[src/rtl/raw_data_rr_arbiter.sv]
// raw_data_rr_arbiter
//
// Purpose:
//   Shares one downstream raw-data consumer among NUM_SRC raw-data FIFOs.
//   A non-empty source is picked round-robin. One word is popped from it and
//   from its index FIFO at the same time. The word is then registered and
//   offered on a valid/accepted handshake, tagged with its source number.
//
// Ports:
//   clk               - system clock, all state updates on the rising edge
//   reset             - asynchronous, active-high reset
//   src_fifo_empty    - per-source FIFO empty flags
//   src_fifo_data     - per-source FIFO read data, source i at [i*DATA_W +: DATA_W]
//   src_fifo_pop      - per-source data FIFO pop, one-hot or zero
//   src_index_pop     - per-source index FIFO pop, always equal to src_fifo_pop
//   raw_data_out      - registered data word
//   raw_data_src      - source number of raw_data_out
//   raw_data_valid    - raw_data_out / raw_data_src are valid
//   raw_data_accepted - consumer takes the word (only looked at while valid)
//
// Build option:
//   ARB_BURST_EN - when defined, an accepted source that still has data is
//                  granted again directly. This repeats up to BURST_LEN
//                  consecutive words before the round-robin pointer moves on.
//                  When undefined, every accept returns to IDLE.

module raw_data_rr_arbiter #(
  parameter int NUM_SRC   = 4,
  parameter int DATA_W    = 32,
  parameter int SRC_W     = 2,
  parameter int BURST_LEN = 4
) (
  input  logic                      clk,
  input  logic                      reset,
  input  logic [NUM_SRC-1:0]        src_fifo_empty,
  input  logic [NUM_SRC*DATA_W-1:0] src_fifo_data,
  output logic [NUM_SRC-1:0]        src_fifo_pop,
  output logic [NUM_SRC-1:0]        src_index_pop,
  output logic [DATA_W-1:0]         raw_data_out,
  output logic [SRC_W-1:0]          raw_data_src,
  output logic                      raw_data_valid,
  input  logic                      raw_data_accepted
);

  typedef enum logic [3:0] {
    IDLE    = 4'b0001,
    POP     = 4'b0010,
    CAPTURE = 4'b0100,
    READY   = 4'b1000
  } state_t;

  localparam logic [NUM_SRC-1:0] ONE_HOT_0 = {{(NUM_SRC-1){1'b0}}, 1'b1};

  state_t            state;
  logic [SRC_W-1:0]  grant;
  logic [SRC_W-1:0]  last_grant;
  logic [SRC_W-1:0]  winner;
  logic [SRC_W-1:0]  cand;
  logic              any_req;
  logic [DATA_W-1:0] data_arr [NUM_SRC];

`ifdef ARB_BURST_EN
  localparam int BCW = (BURST_LEN > 1) ? $clog2(BURST_LEN) : 1;
  logic [BCW-1:0] burst_cnt;
`endif

  // Unpack the flat data bus so the granted word can be selected by index.
  for (genvar i = 0; i < NUM_SRC; i++) begin : g_unpack
    assign data_arr[i] = src_fifo_data[i*DATA_W +: DATA_W];
  end

  // The index FIFO always moves together with its data FIFO.
  assign src_index_pop = src_fifo_pop;

  // Round-robin search. It starts just after the last accepted source and
  // wraps modulo NUM_SRC. The first non-empty candidate wins.
  always_comb begin
    any_req = 1'b0;
    winner  = '0;
    cand    = '0;
    for (int k = 1; k <= NUM_SRC; k++) begin
      cand = SRC_W'((int'(last_grant) + k) % NUM_SRC);
      if (!any_req && !src_fifo_empty[cand]) begin
        any_req = 1'b1;
        winner  = cand;
      end
    end
  end

  // Sequencer: IDLE -> POP -> CAPTURE -> READY. All outputs are registered.
  // The pop pulse is loaded on the transition into POP, so it is high for
  // exactly the POP cycle. The FIFO is non-showahead, so its data is not
  // sampled until CAPTURE.
  always_ff @(posedge clk or posedge reset) begin
    if (reset) begin
      state          <= IDLE;
      grant          <= '0;
      last_grant     <= SRC_W'(NUM_SRC - 1);
      src_fifo_pop   <= '0;
      raw_data_valid <= 1'b0;
      raw_data_out   <= '0;
      raw_data_src   <= '0;
`ifdef ARB_BURST_EN
      burst_cnt      <= '0;
`endif
    end else begin
      case (state)
        IDLE: begin
          src_fifo_pop   <= '0;
          raw_data_valid <= 1'b0;
          if (any_req) begin
            grant        <= winner;
            src_fifo_pop <= ONE_HOT_0 << winner;
            state        <= POP;
          end
        end

        POP: begin
          src_fifo_pop <= '0;
          state        <= CAPTURE;
        end

        CAPTURE: begin
          raw_data_out   <= data_arr[grant];
          raw_data_src   <= grant;
          raw_data_valid <= 1'b1;
          state          <= READY;
        end

        READY: begin
          if (raw_data_accepted) begin
            raw_data_valid <= 1'b0;
`ifdef ARB_BURST_EN
            // Stay on the same source while it has data and the burst is
            // not used up. last_grant is left alone so that the round-robin
            // order continues correctly once the burst ends.
            if (!src_fifo_empty[grant] && (int'(burst_cnt) < BURST_LEN - 1)) begin
              burst_cnt    <= burst_cnt + 1'b1;
              src_fifo_pop <= ONE_HOT_0 << grant;
              state        <= POP;
            end else begin
              last_grant <= grant;
              burst_cnt  <= '0;
              state      <= IDLE;
            end
`else
            last_grant <= grant;
            state      <= IDLE;
`endif
          end
        end

        // Any illegal encoding falls back to a quiet IDLE.
        default: begin
          state          <= IDLE;
          src_fifo_pop   <= '0;
          raw_data_valid <= 1'b0;
          raw_data_out   <= '0;
          raw_data_src   <= '0;
        end
      endcase
    end
  end

endmodule
[config.mk]
export PLATFORM = sky130hd
export DESIGN_NAME = raw_data_rr_arbiter
export DESIGN_NICKNAME = d
export VERILOG_FILES = /design/src/rtl/raw_data_rr_arbiter.sv
export SDC_FILE = /design/constraint.sdc
export NUM_CORES = 1
export LEC_CHECK = 0
export ABC_AREA = 1
export BUFFER_PORTS_ARGS = -buffer_cell sky130_fd_sc_hd__buf_2
export CORE_AREA = 5 5 109 111
export CTS_BUF_LIST = sky130_fd_sc_hd__clkbuf_2 sky130_fd_sc_hd__clkbuf_4 sky130_fd_sc_hd__clkbuf_8
export CTS_CLUSTER_DIAMETER = 200
export CTS_CLUSTER_SIZE = 28
export DETAILED_ROUTE_END_ITERATION = 7
export DIE_AREA = 0 0 114 116
export GPL_TIMING_DRIVEN = 0
export PLACE_DENSITY_LB_ADDON = 0.12
export SYNTH_ARGS = -nofsm -noshare
export SYNTH_HDL_FRONTEND = slang
export SYNTH_SLANG_ARGS = --single-unit
[constraint.sdc]
create_clock -name clk -period 3.8 [get_ports clk]
set_input_delay 0.38 -clock clk [delete_from_list [all_inputs] [get_ports clk]]
set_output_delay 0.38 -clock clk [all_outputs]
set_load 0.02 [all_outputs]
==> results.rst, run 1 <==
.. list-table::
   :header-rows: 1

   * - Metric
     - Value
   * - Outcome
     - complete, no violations
   * - Cell at the root of the clock tree
     - sky130_fd_sc_hd__clkbuf_8
   * - Commonest non-fill, non-tap cells in the layout
     - sky130_fd_sc_hd__buf_2 (191), sky130_fd_sc_hd__nand2_1 (108), sky130_fd_sc_hd__a21oi_1 (66)
   * - Worst EP arrival
     - 2000 ps
   * - I/O pin count
     - 178
   * - Critical path capture point type
     - flip-flop
   * - Net count after synthesis
     - 572
   * - Pwr/cell area
     - 667 nW/um^2
   * - Area growth from synthesis to layout
     - 37.1%
   * - Starting DRC count in detailed routing
     - 243
   * - Unrepaired setup endpoints after global routing
     - false
   * - DRC errors left
     - 0
   * - Hold violation total from the final report
     - 0
   * - Pleak
     - 2.27 nW
   * - CTS tree
     - built
   * - Post-CTS sizing
     - 0
   * - Most frequently used flop master after synthesis
     - sky130_fd_sc_hd__dfrtp_1
   * - Layout cells sized above 1
     - 0.376
   * - Clock Sinks
     - 47
   * - Biggest cell delay along the critical path
     - 540 ps
   * - Routed length per instance
     - 15.6 microns
   * - Die H
     - 116 microns
   * - FILL cells
     - 1,185
   * - Final Net Count
     - 757
   * - Commonest non-fill, non-tap cell in the layout
     - sky130_fd_sc_hd__buf_2
   * - Reg-to-reg slack, setup
     - 1970 ps
   * - Overall fraction of global-route tracks in use
     - 0.174
   * - CTS clock-pin slew for the worst setup and hold paths
     - 90 ps
   * - Total Routed Length
     - 11,900 microns
   * - Switching power summed over all nets
     - 0.00154 W
   * - TritonRoute pass-1 iters
     - 5
   * - Final clock skew
     - 13.4 ps
   * - Share of the cycle needed by the critical path after routing
     - 0.481
   * - Worst hold slack
     - 132 ps
   * - Highest clock rate
     - 547 MHz
   * - Met1 wire length
     - 5110 microns
   * - Pin count of the biggest net entering global routing
     - 26
   * - Hold Crit Class
     - input pin to async pin
   * - Std-Cell Rows
     - 38
   * - Area of all placed cells without fillers
     - 4330 sq um
   * - Via-per-instance ratio
     - 4.87
   * - Synthesized flop and latch total
     - 47
   * - Worst IR Drop VDD
     - 354 uV
   * - Number of nets with antenna violations after routing
     - 0
   * - Startpoint of the worst-slack reg-to-reg timing path
     - state[0]$_DFFE_PP1P_
   * - Cell with the largest stage delay on the worst path
     - sky130_fd_sc_hd__dfstp_2
   * - Final global-route overflow total
     - 0
   * - Element type at the critical path start
     - flip-flop
   * - Die Footprint
     - 13,200 sq um
   * - Internal power component
     - 0.00135 W
   * - Total count of max-transition violations in the final report
     - 0
   * - Critical Path RT
     - 3970 ps
   * - Slew at the pin with the worst max-slew slack
     - 583 ps
   * - Switching power share of the total
     - 0.532
   * - Clk network pwr share
     - 0.107
   * - Length of routed met3 wiring
     - 866 microns
   * - Type of the worst setup path
     - flip-flop to flip-flop
   * - Horiz. Die Dim
     - 114 microns
   * - Routed met2 length
     - 5880 microns
   * - Worst-path fanout max
     - 10
   * - Number of maximum-capacitance constraint violations
     - 0
   * - Deepest clock path buffer count
     - 2
   * - Share of the yosys chip area belonging to registers
     - 0.374
   * - Postcts setup bufs
     - 0
   * - Number of buffers created by CTS
     - 5
   * - Instance area at placement
     - 4240 sq um
   * - Ys Warns
     - 0
   * - Part of the total power dissipated in combinational logic
     - 0.645
   * - Total Power
     - 0.00289 W
   * - Initial antenna violation count
     - 0
   * - Synthesized area per cell
     - 7.23 sq um
   * - Ordered cell list for the critical path
     - inv_1 -> nand3_1 -> inv_2 -> nor3_2 -> clkbuf_1 -> o21ai_0
   * - Post-route minimum period
     - 1830 ps
   * - Rel. slew slack
     - 0.611
   * - Number of enable-type register cells in the synthesized netlist
     - 0
   * - Core area
     - 10,700 sq um
   * - Via count
     - 3,717
   * - Number of cells traversed by the worst register-to-register path
     - 6
   * - Post-synth design cell area
     - 3160 sq um
   * - Via count of the first global-routing pass
     - 3,658
   * - Seq pwr share
     - 0.247
   * - Worst r2r dst
     - raw_data_out[23]$_DFFE_PP0N_
   * - Port-buffer cells
     - 177
   * - Weighted congestion at the end of routability-driven global placement
     - 0.866
   * - Setup TNS after final layout
     - 0 ps
   * - Number of H-tree levels
     - 2
   * - Syn Inst Count
     - 437
   * - Post-DP HPWL
     - 9330 microns
   * - Hold buffers post-CTS
     - 0
   * - Global-route wire length before repair
     - 18,500 microns
   * - Yosys cell types
     - 29
   * - Highest metal layer with signal wires
     - met4
   * - Initial Util
     - 0.295
   * - Clock latency at the later pin of the worst-skew pair
     - 310 ps
   * - Setup Viol. Count Final
     - 0
   * - Asr flop ratio synth
     - 1.00
==> power groups by stage <==
| stage | clock, W | sequential [W] | combinational [W] |
|---|---|---|---|
| floorplan | 0 | 0.000832 | 0.00118 |
| global placement | 0 | 0.000721 | 0.00185 |
| detailed placement | 0 | 0.000724 | 0.00189 |
| CTS | 0.000325 | 0.000715 | 0.00189 |
| global route | 0.000345 | 0.000735 | 0.00210 |
| finish | 0.000310 | 0.000714 | 0.00187 |
==> registers in the layout (all words and copies together), names as in the netlist <==
name            count
src_fifo_pop        4
last_grant          2
grant               2
raw_data_valid      1
raw_data_src        2
state               4
raw_data_out       32
==> per-layer routing <==
layer	vias up	global-route usage
met5	-	0
met4	0	0.0483
met3	8	0.0319
met2	147	0.304
met1	1718	0.221
li1	1844	-
==> critical path: cells and delay by family, from the launching register on <==
kind            cells  cell delay (ps)
flops               1              540
simple gates        2              510
compound gates      1              150
buf+inv             3              510
==> kinds of logic after synthesis <==
logic type | count (synthesis) | synth area share
buffers and inverters | 91 | 0.125
AO/OA/AOI/OAI | 142 | 0.281
flip-flops | 47 | 0.374
AND/OR/NAND/NOR | 157 | 0.221
==> cell type report <==
type,instances,area (sq um),area share
buffer,35,179,0.0413
clock buffer,5,68.8,0.0159
timing repair buffer,178,906,0.209
inverter,56,215,0.0497
tap,140,175,0.0405
multi-input combinational,299,1580,0.366
clock inverter,3,20.0,0.00462
sequential,47,1180,0.272
antenna,1,2.50,0.000578
==> worst max-delay path by stage <==
stage | slack [ps] | from | depth (start not counted) | to
after floorplan | 2300 | last_grant[1]$_DFFE_PP1P_ | 12 | grant[1]$_DFFE_PP0P_
after global routing | 1700 | state[0]$_DFFE_PP1P_ | 6 | raw_data_out[19]$_DFFE_PP0N_
after global placement | 1550 | reset | 2 | raw_data_out[31]$_DFFE_PP0N_
after CTS | 1870 | state[0]$_DFFE_PP1P_ | 6 | raw_data_out[24]$_DFFE_PP0N_
final | 1970 | state[0]$_DFFE_PP1P_ | 6 | raw_data_out[23]$_DFFE_PP0N_
after detailed placement | 1890 | state[0]$_DFFE_PP1P_ | 6 | raw_data_out[24]$_DFFE_PP0N_
==> cell usage after synthesis, drive strengths merged, types with 2 or more instances <==
cell	number	share of area
nand2	122	0.16
o21bai	2	0.0048
nand4	4	0.0079
dfstp	3	0.025
a221o	32	0.10
clkinv	2	0.0040
o21ai	37	0.059
buf	22	0.041
clkbuf	13	0.015
nand3	18	0.032
dfrtp	44	0.35
nor3	3	0.0079
inv	54	0.064
nor2	10	0.014
o22ai	3	0.0059
a21oi	67	0.11
==> through the flow <==
stage | setup WS (ps) | std cells | utilization
global route | 1700 | 763 | 0.405
global placement | 1550 | 754 | 0.394
detailed placement | 1890 | 755 | 0.396
floorplan | 2300 | 437 | -
finish | 1970 | 764 | 0.405
CTS | 1870 | 763 | 0.405
No activity file was read; power rests on OpenSTA's default activity.
==> run 2: changes to the inputs <==
Clock period 3.8 ns to 1.6 ns, I/O delays scaled along.
==> results.rst, run 2 (synthesized netlist as in run 1, its figures left out) <==
.. list-table::
   :header-rows: 1

   * - Metric
     - Value
   * - Outcome
     - complete, but fails checks
   * - Failing checks
     - negative setup slack
   * - HP Start
     - raw_data_accepted
   * - Pwr/cell area
     - 1690 nW/um^2
   * - Final global-route overflow total
     - 0
   * - Deepest clock path buffer count
     - 2
   * - Switching power share of the total
     - 0.502
   * - Element type at the critical path start
     - flip-flop
   * - Final Net Count
     - 776
   * - Global-route wire length before repair
     - 18,700 microns
   * - Cell mode on critical path
     - sky130_fd_sc_hd__nand2_4
   * - Worst IR Drop VDD
     - 963 uV
   * - Reg-to-reg slack, setup
     - -80 ps
   * - Routed length per instance
     - 15.5 microns
   * - Ordered cell list for the critical path
     - inv_4 -> buf_6 -> nand2_4 -> nand3_2 -> nand2_4 -> buf_4 -> nand4_1 -> nor2_1 -> nor2_2 -> nand3_1 -> nand2_1
   * - Highest clock rate
     - 595 MHz
   * - Via count of the first global-routing pass
     - 3,743
   * - Slack of the critical path
     - -80.1 ps
   * - Number of H-tree levels
     - 2
   * - Cell at the root of the clock tree
     - sky130_fd_sc_hd__clkbuf_8
   * - Top register by number of flip-flops
     - raw_data_out
   * - Max FFs per register
     - 32
   * - Clk network pwr share
     - 0.093
   * - Overall fraction of global-route tracks in use
     - 0.176
   * - Std-Cell Rows
     - 38
   * - Rel. slew slack
     - 0.608
   * - Critical Path RT
     - 1790 ps
   * - Type of the worst setup path
     - flip-flop to flip-flop
   * - Critical path capture point type
     - flip-flop
   * - End-of-flow core utilization
     - 0.436
   * - Clock latency at the later pin of the worst-skew pair
     - 300 ps
   * - Post-DP HPWL
     - 9330 microns
   * - Starting DRC count in detailed routing
     - 273
   * - Largest registers
     - raw_data_out (32), src_fifo_pop (4), state (4)
   * - Die Footprint
     - 13,200 sq um
   * - Seq pwr share
     - 0.217
   * - Weighted congestion at the end of routability-driven global placement
     - 0.866
   * - Number of buffers created by CTS
     - 5
   * - Total Routed Length
     - 12,200 microns
   * - Part of the total power dissipated in combinational logic
     - 0.690
   * - Horiz. Die Dim
     - 114 microns
   * - Area growth from synthesis to layout
     - 47.8%
   * - Area taken by flip-flops and latches
     - 1180 sq um
   * - Clock Sinks
     - 47
   * - Post-route minimum period
     - 1680 ps
   * - Commonest non-fill, non-tap cells in the layout
     - sky130_fd_sc_hd__buf_2 (183), sky130_fd_sc_hd__nand2_1 (95), sky130_fd_sc_hd__a21oi_1 (65)
   * - Internal power component
     - 0.00392 W
   * - Hold violation total from the final report
     - 0
   * - Via-per-instance ratio
     - 4.83
   * - Initial Util
     - 0.295
   * - Cell with the largest stage delay on the worst path
     - sky130_fd_sc_hd__dfstp_2
   * - Startpoint of the worst-slack reg-to-reg timing path
     - last_grant[0]$_DFFE_PP1P_
   * - Worst EP arrival
     - 1870 ps
   * - Number of maximum-capacitance constraint violations
     - 0
   * - Number of nets with antenna violations after routing
     - 0
   * - Launching element of the worst setup path
     - last_grant[0]$_DFFE_PP1P_
   * - Instance count along the most critical hold path
     - 2
   * - Slew at the pin with the worst max-slew slack
     - 586 ps
   * - Setup Viol. Count Final
     - 6
   * - Number of cells traversed by the worst register-to-register path
     - 11
   * - Via count
     - 3,785
   * - Worst-path fanout max
     - 6
   * - Core area
     - 10,700 sq um
   * - CTS tree
     - built
   * - Final clock skew
     - 11.2 ps
   * - Worst r2r dst
     - src_fifo_pop[1]$_DFFE_PP0N_
   * - Switching power summed over all nets
     - 0.00396 W
   * - Port-buffer cells
     - 177
   * - Hold Path End
     - state[3]$_DFFE_PP0P_
   * - Layout cells sized above 1
     - 0.445
   * - Total count of max-transition violations in the final report
     - 0
   * - Total Power
     - 0.00788 W
   * - Commonest non-fill, non-tap cell in the layout
     - sky130_fd_sc_hd__buf_2
   * - TritonRoute pass-1 iters
     - 4
   * - Hold Crit Class
     - input pin to flip-flop
   * - DRC errors left
     - 0
   * - Die H
     - 116 microns
   * - Multi-input gate area in the final layout
     - 1680 sq um
   * - Pleak
     - 2.44 nW
   * - Biggest cell delay along the critical path
     - 610 ps
   * - FILL cells
     - 1,168
   * - Unrepaired setup endpoints after global routing
     - true
   * - Share of the cycle needed by the critical path after routing
     - 1.05
   * - Initial antenna violation count
     - 0
   * - I/O pin count
     - 178
   * - CTS clock-pin slew for the worst setup and hold paths
     - 100 ps
   * - Pin count of the biggest net entering global routing
     - 26
[run 2: cell types whose count changed in the layout (fill, tap and decap cells not counted), sizes merged]
cell         change
diode            +1
clkinvlp         +1
dlygate4sd3      +1
buf             +14
clkinv           -1
clkbuf           +4
[run 2: through the flow]
step / hold slack [ps] / setup WS, ps / setup TNS, ps / instance area [sq um] / instances
after detailed placement: 260 / -313 / -7440 / 4240 / 755
after global routing: 105 / -198 / -1130 / 4660 / 782
after CTS: 70.1 / -73.9 / -318 / 4470 / 773
after floorplan: 268 / 103 / 0 / 3160 / 437
after global placement: 392 / -427 / -25580 / 4220 / 754
final: 91.9 / -80.1 / -311 / 4670 / 784
[run 2: cell type report]
class	count	share of cell area
inverters	56	0.0474
diodes	2	0.00107
clock inverters	3	0.00429
well taps	140	0.0375
clock buffers	5	0.0147
flip-flops and latches	47	0.253
plain buffers	35	0.0539
multi-input cells	299	0.360
repair buffers	197	0.228
[run 2: worst max-delay path, delay by kind of cell, from the launching register on]
family,cells,cell delay (ps)
buffers and inverters,3,310
flip-flops,1,610
AND/OR/NAND/NOR,8,640
[run 2: worst max path at each step]
stage	end	slack (ps)	cells past startpoint
2_1_floorplan	grant[1]$_DFFE_PP0P_	100	12
3_3_place_gp	raw_data_out[31]$_DFFE_PP0N_	-430	2
3_5_place_dp	raw_data_out[24]$_DFFE_PP0N_	-310	6
4_1_cts	grant[0]$_DFFE_PP0P_	-70	11
5_1_grt	src_fifo_pop[0]$_DFFE_PP0N_	-200	11
6_report	src_fifo_pop[1]$_DFFE_PP0N_	-80	11
[run 2: power groups by stage]
stage / registers (W) / logic (W) / clock network, W
2_1_floorplan: 0.00198 / 0.00281 / 0
3_3_place_gp: 0.00171 / 0.00440 / 0
3_5_place_dp: 0.00172 / 0.00448 / 0
4_1_cts: 0.00171 / 0.00486 / 0.000773
5_1_grt: 0.00176 / 0.00602 / 0.000819
6_report: 0.00171 / 0.00544 / 0.000731
[run 2: repair_timing]
| item | CTS | global route |
|---|---|---|
| pin swaps | 10 | 15 |
| endpoints found under the setup margin | 36 | 42 |
| hold buffers | 1 | 0 |
| hold endpoints to repair | 24 | 0 |
| gates cloned | 1 | 0 |
| resized for setup | 22 | 55 |
| setup buffers | 8 | 9 |
[run 2: layer usage]
layer | share of wire | global-route usage | vias up
li1 | - | - | 1880
met1 | 0.43 | 0.222 | 1771
met3 | 0.068 | 0.0319 | 6
met5 | 0 | 0 | -
met4 | 0.0079 | 0.0483 | 0
met2 | 0.49 | 0.310 | 128
==> run 3: changes to the inputs <==
Settings changed: PLACE_DENSITY set to 0.59, PLACE_DENSITY_LB_ADDON 0.12 to not set, SLEW_MARGIN set to 5.
==> results.rst, run 3 (synthesized netlist as in run 1, its figures left out) <==
.. list-table::
   :header-rows: 1

   * - Metric
     - Value
   * - Outcome
     - complete, but fails checks
   * - Failing checks
     - negative setup slack
   * - Post-DP HPWL
     - 9200 microns
   * - Via count
     - 3,824
   * - Initial Util
     - 0.295
   * - Overall fraction of global-route tracks in use
     - 0.177
   * - Final Net Count
     - 772
   * - Clock latency at the later pin of the worst-skew pair
     - 310 ps
   * - Ant diodes
     - 0
   * - Post-route minimum period
     - 1670 ps
   * - Highest clock rate
     - 598 MHz
   * - Critical Path RT
     - 1860 ps
   * - Worst EP arrival
     - 1930 ps
   * - Hold Crit Class
     - input pin to flip-flop
   * - Number of buffers created by CTS
     - 5
   * - Largest registers
     - raw_data_out (32), src_fifo_pop (4), state (4)
   * - Top register by number of flip-flops
     - raw_data_out
   * - Core area
     - 10,700 sq um
   * - Clock Sinks
     - 47
   * - HP Start
     - raw_data_accepted
   * - Rel. slew slack
     - 0.646
   * - Total count of max-transition violations in the final report
     - 0
   * - Std-Cell Rows
     - 38
   * - Startpoint of the worst-slack reg-to-reg timing path
     - last_grant[0]$_DFFE_PP1P_
   * - Initial antenna violation count
     - 0
   * - Instance count along the most critical hold path
     - 2
   * - Commonest non-fill, non-tap cells in the layout
     - sky130_fd_sc_hd__buf_2 (181), sky130_fd_sc_hd__nand2_1 (97), sky130_fd_sc_hd__a21oi_1 (66)
   * - Worst r2r dst
     - src_fifo_pop[3]$_DFFE_PP0N_
   * - Cell at the root of the clock tree
     - sky130_fd_sc_hd__clkbuf_8
   * - Type of the worst setup path
     - flip-flop to flip-flop
   * - DRC errors left
     - 0
   * - Number of H-tree levels
     - 2
   * - TritonRoute pass-1 iters
     - 5
   * - Max FFs per register
     - 32
   * - Via-per-instance ratio
     - 4.92
   * - Number of cells traversed by the worst register-to-register path
     - 12
   * - Routed length per instance
     - 15.8 microns
   * - Area growth from synthesis to layout
     - 48.4%
   * - Number of maximum-capacitance constraint violations
     - 0
   * - Slew at the pin with the worst max-slew slack
     - 531 ps
   * - Worst hold slack
     - 88.0 ps
   * - Starting DRC count in detailed routing
     - 233
   * - Final clock skew
     - 14.3 ps
   * - Reg-to-reg slack, setup
     - -70 ps
   * - Critical path capture point type
     - flip-flop
   * - End-of-flow core utilization
     - 0.438
   * - Element type at the critical path start
     - flip-flop
   * - Pin count of the biggest net entering global routing
     - 26
   * - Share of the cycle needed by the critical path after routing
     - 1.05
   * - Global-route wire length before repair
     - 18,700 microns
   * - Pwr/cell area
     - 1730 nW/um^2
   * - Pre-CTS setup slack
     - -409 ps
   * - Pleak
     - 2.46 nW
   * - Worst-path fanout max
     - 7
   * - Commonest non-fill, non-tap cell in the layout
     - sky130_fd_sc_hd__buf_2
   * - Setup Viol. Count Final
     - 6
   * - Port-buffer cells
     - 177
   * - Number of nets with antenna violations after routing
     - 0
   * - Unrepaired setup endpoints after global routing
     - true
   * - Slack of the critical path
     - -72.0 ps
   * - Total instance count after detailed placement
     - 755
   * - CTS tree
     - built
   * - Hold violation total from the final report
     - 0
   * - Total Routed Length
     - 12,300 microns
   * - Final global-route overflow total
     - 0
   * - Deepest clock path buffer count
     - 2
   * - Post-Layout Cell Count
     - 778
   * - CTS clock-pin slew for the worst setup and hold paths
     - 100 ps
   * - Via count of the first global-routing pass
     - 3,827
   * - Worst IR Drop VDD
     - 837 uV
   * - Die H
     - 116 microns
   * - I/O pin count
     - 178
   * - Horiz. Die Dim
     - 114 microns
   * - Die Footprint
     - 13,200 sq um
   * - Weighted congestion at the end of routability-driven global placement
     - 0.887
   * - Layout cells sized above 1
     - 0.440
   * - Hold Path End
     - state[3]$_DFFE_PP0P_
[run 3: power breakdown]
group	internal [W]	switching (W)	leakage, nW
Sequential	0.00153	0.000182	0.633
Clock	0.000623	0.000432	0.0644
Combinational	0.00198	0.00338	1.77
[run 3: cell type report]
class	instances	area [sq um]
Buffer	35	258
Inverter	56	220
Clock inverter	3	67.6
Sequential cell	47	1180
Fill cell	1126	6010
Clock buffer	5	68.8
Timing Repair Buffer	193	1020
Multi-Input combinational cell	299	1690
Tap cell	140	175
[run 3: through the flow]
| step | cell area, sq um | setup TNS (ps) | power (W) |
|---|---|---|---|
| after floorplan | 3160 | 0 | 0.00478 |
| after global placement | 4220 | -23200 | 0.00611 |
| after detailed placement | 4240 | -9240 | 0.00622 |
| after CTS | 4480 | -341 | 0.00758 |
| after global routing | 4690 | -1040 | 0.00879 |
| final | 4690 | -380 | 0.00813 |
[run 3: routing by layer]
| layer | up-vias | wire length, microns | track usage |
|---|---|---|---|
| met4 | 0 | 152 | 0.0610 |
| met2 | 160 | 6130 | 0.310 |
| met5 | - | 0 | 0 |
| met3 | 12 | 999 | 0.0308 |
| met1 | 1783 | 4990 | 0.219 |
| li1 | 1869 | - | - |
[run 3: worst max path at each step]
stage	startpoint	to	cells after the start
after floorplan	last_grant[1]$_DFFE_PP1P_	grant[1]$_DFFE_PP0P_	12
after global placement	reset	raw_data_out[1]$_DFFE_PP0N_	2
after detailed placement	state[0]$_DFFE_PP1P_	raw_data_out[11]$_DFFE_PP0N_	6
after CTS	last_grant[1]$_DFFE_PP1P_	grant[0]$_DFFE_PP0P_	11
after global routing	last_grant[0]$_DFFE_PP1P_	grant[0]$_DFFE_PP0P_	11
final	last_grant[0]$_DFFE_PP1P_	src_fifo_pop[3]$_DFFE_PP0N_	12
[run 3: what timing repair did]
item                                   in CTS  in global routing
hold buffers                                1                  0
gates resized for setup                    20                 67
endpoints found under the hold margin      22                  0
setup endpoints to repair                  36                 43
setup buffers                               5                  9
pin swaps                                   7                 18
[run 3: critical path, stage by stage (launching register included)]
cell	delay, ps
sky130_fd_sc_hd__dfstp_2	590
sky130_fd_sc_hd__inv_2	70
sky130_fd_sc_hd__buf_6	140
sky130_fd_sc_hd__nand2_2	60
sky130_fd_sc_hd__nand2_2	60
sky130_fd_sc_hd__buf_4	130
sky130_fd_sc_hd__a21oi_1	140
sky130_fd_sc_hd__a21oi_1	50
sky130_fd_sc_hd__nand2_1	100
sky130_fd_sc_hd__inv_1	50
sky130_fd_sc_hd__nand2_2	90
sky130_fd_sc_hd__nand3_2	80
sky130_fd_sc_hd__nand2_1	60
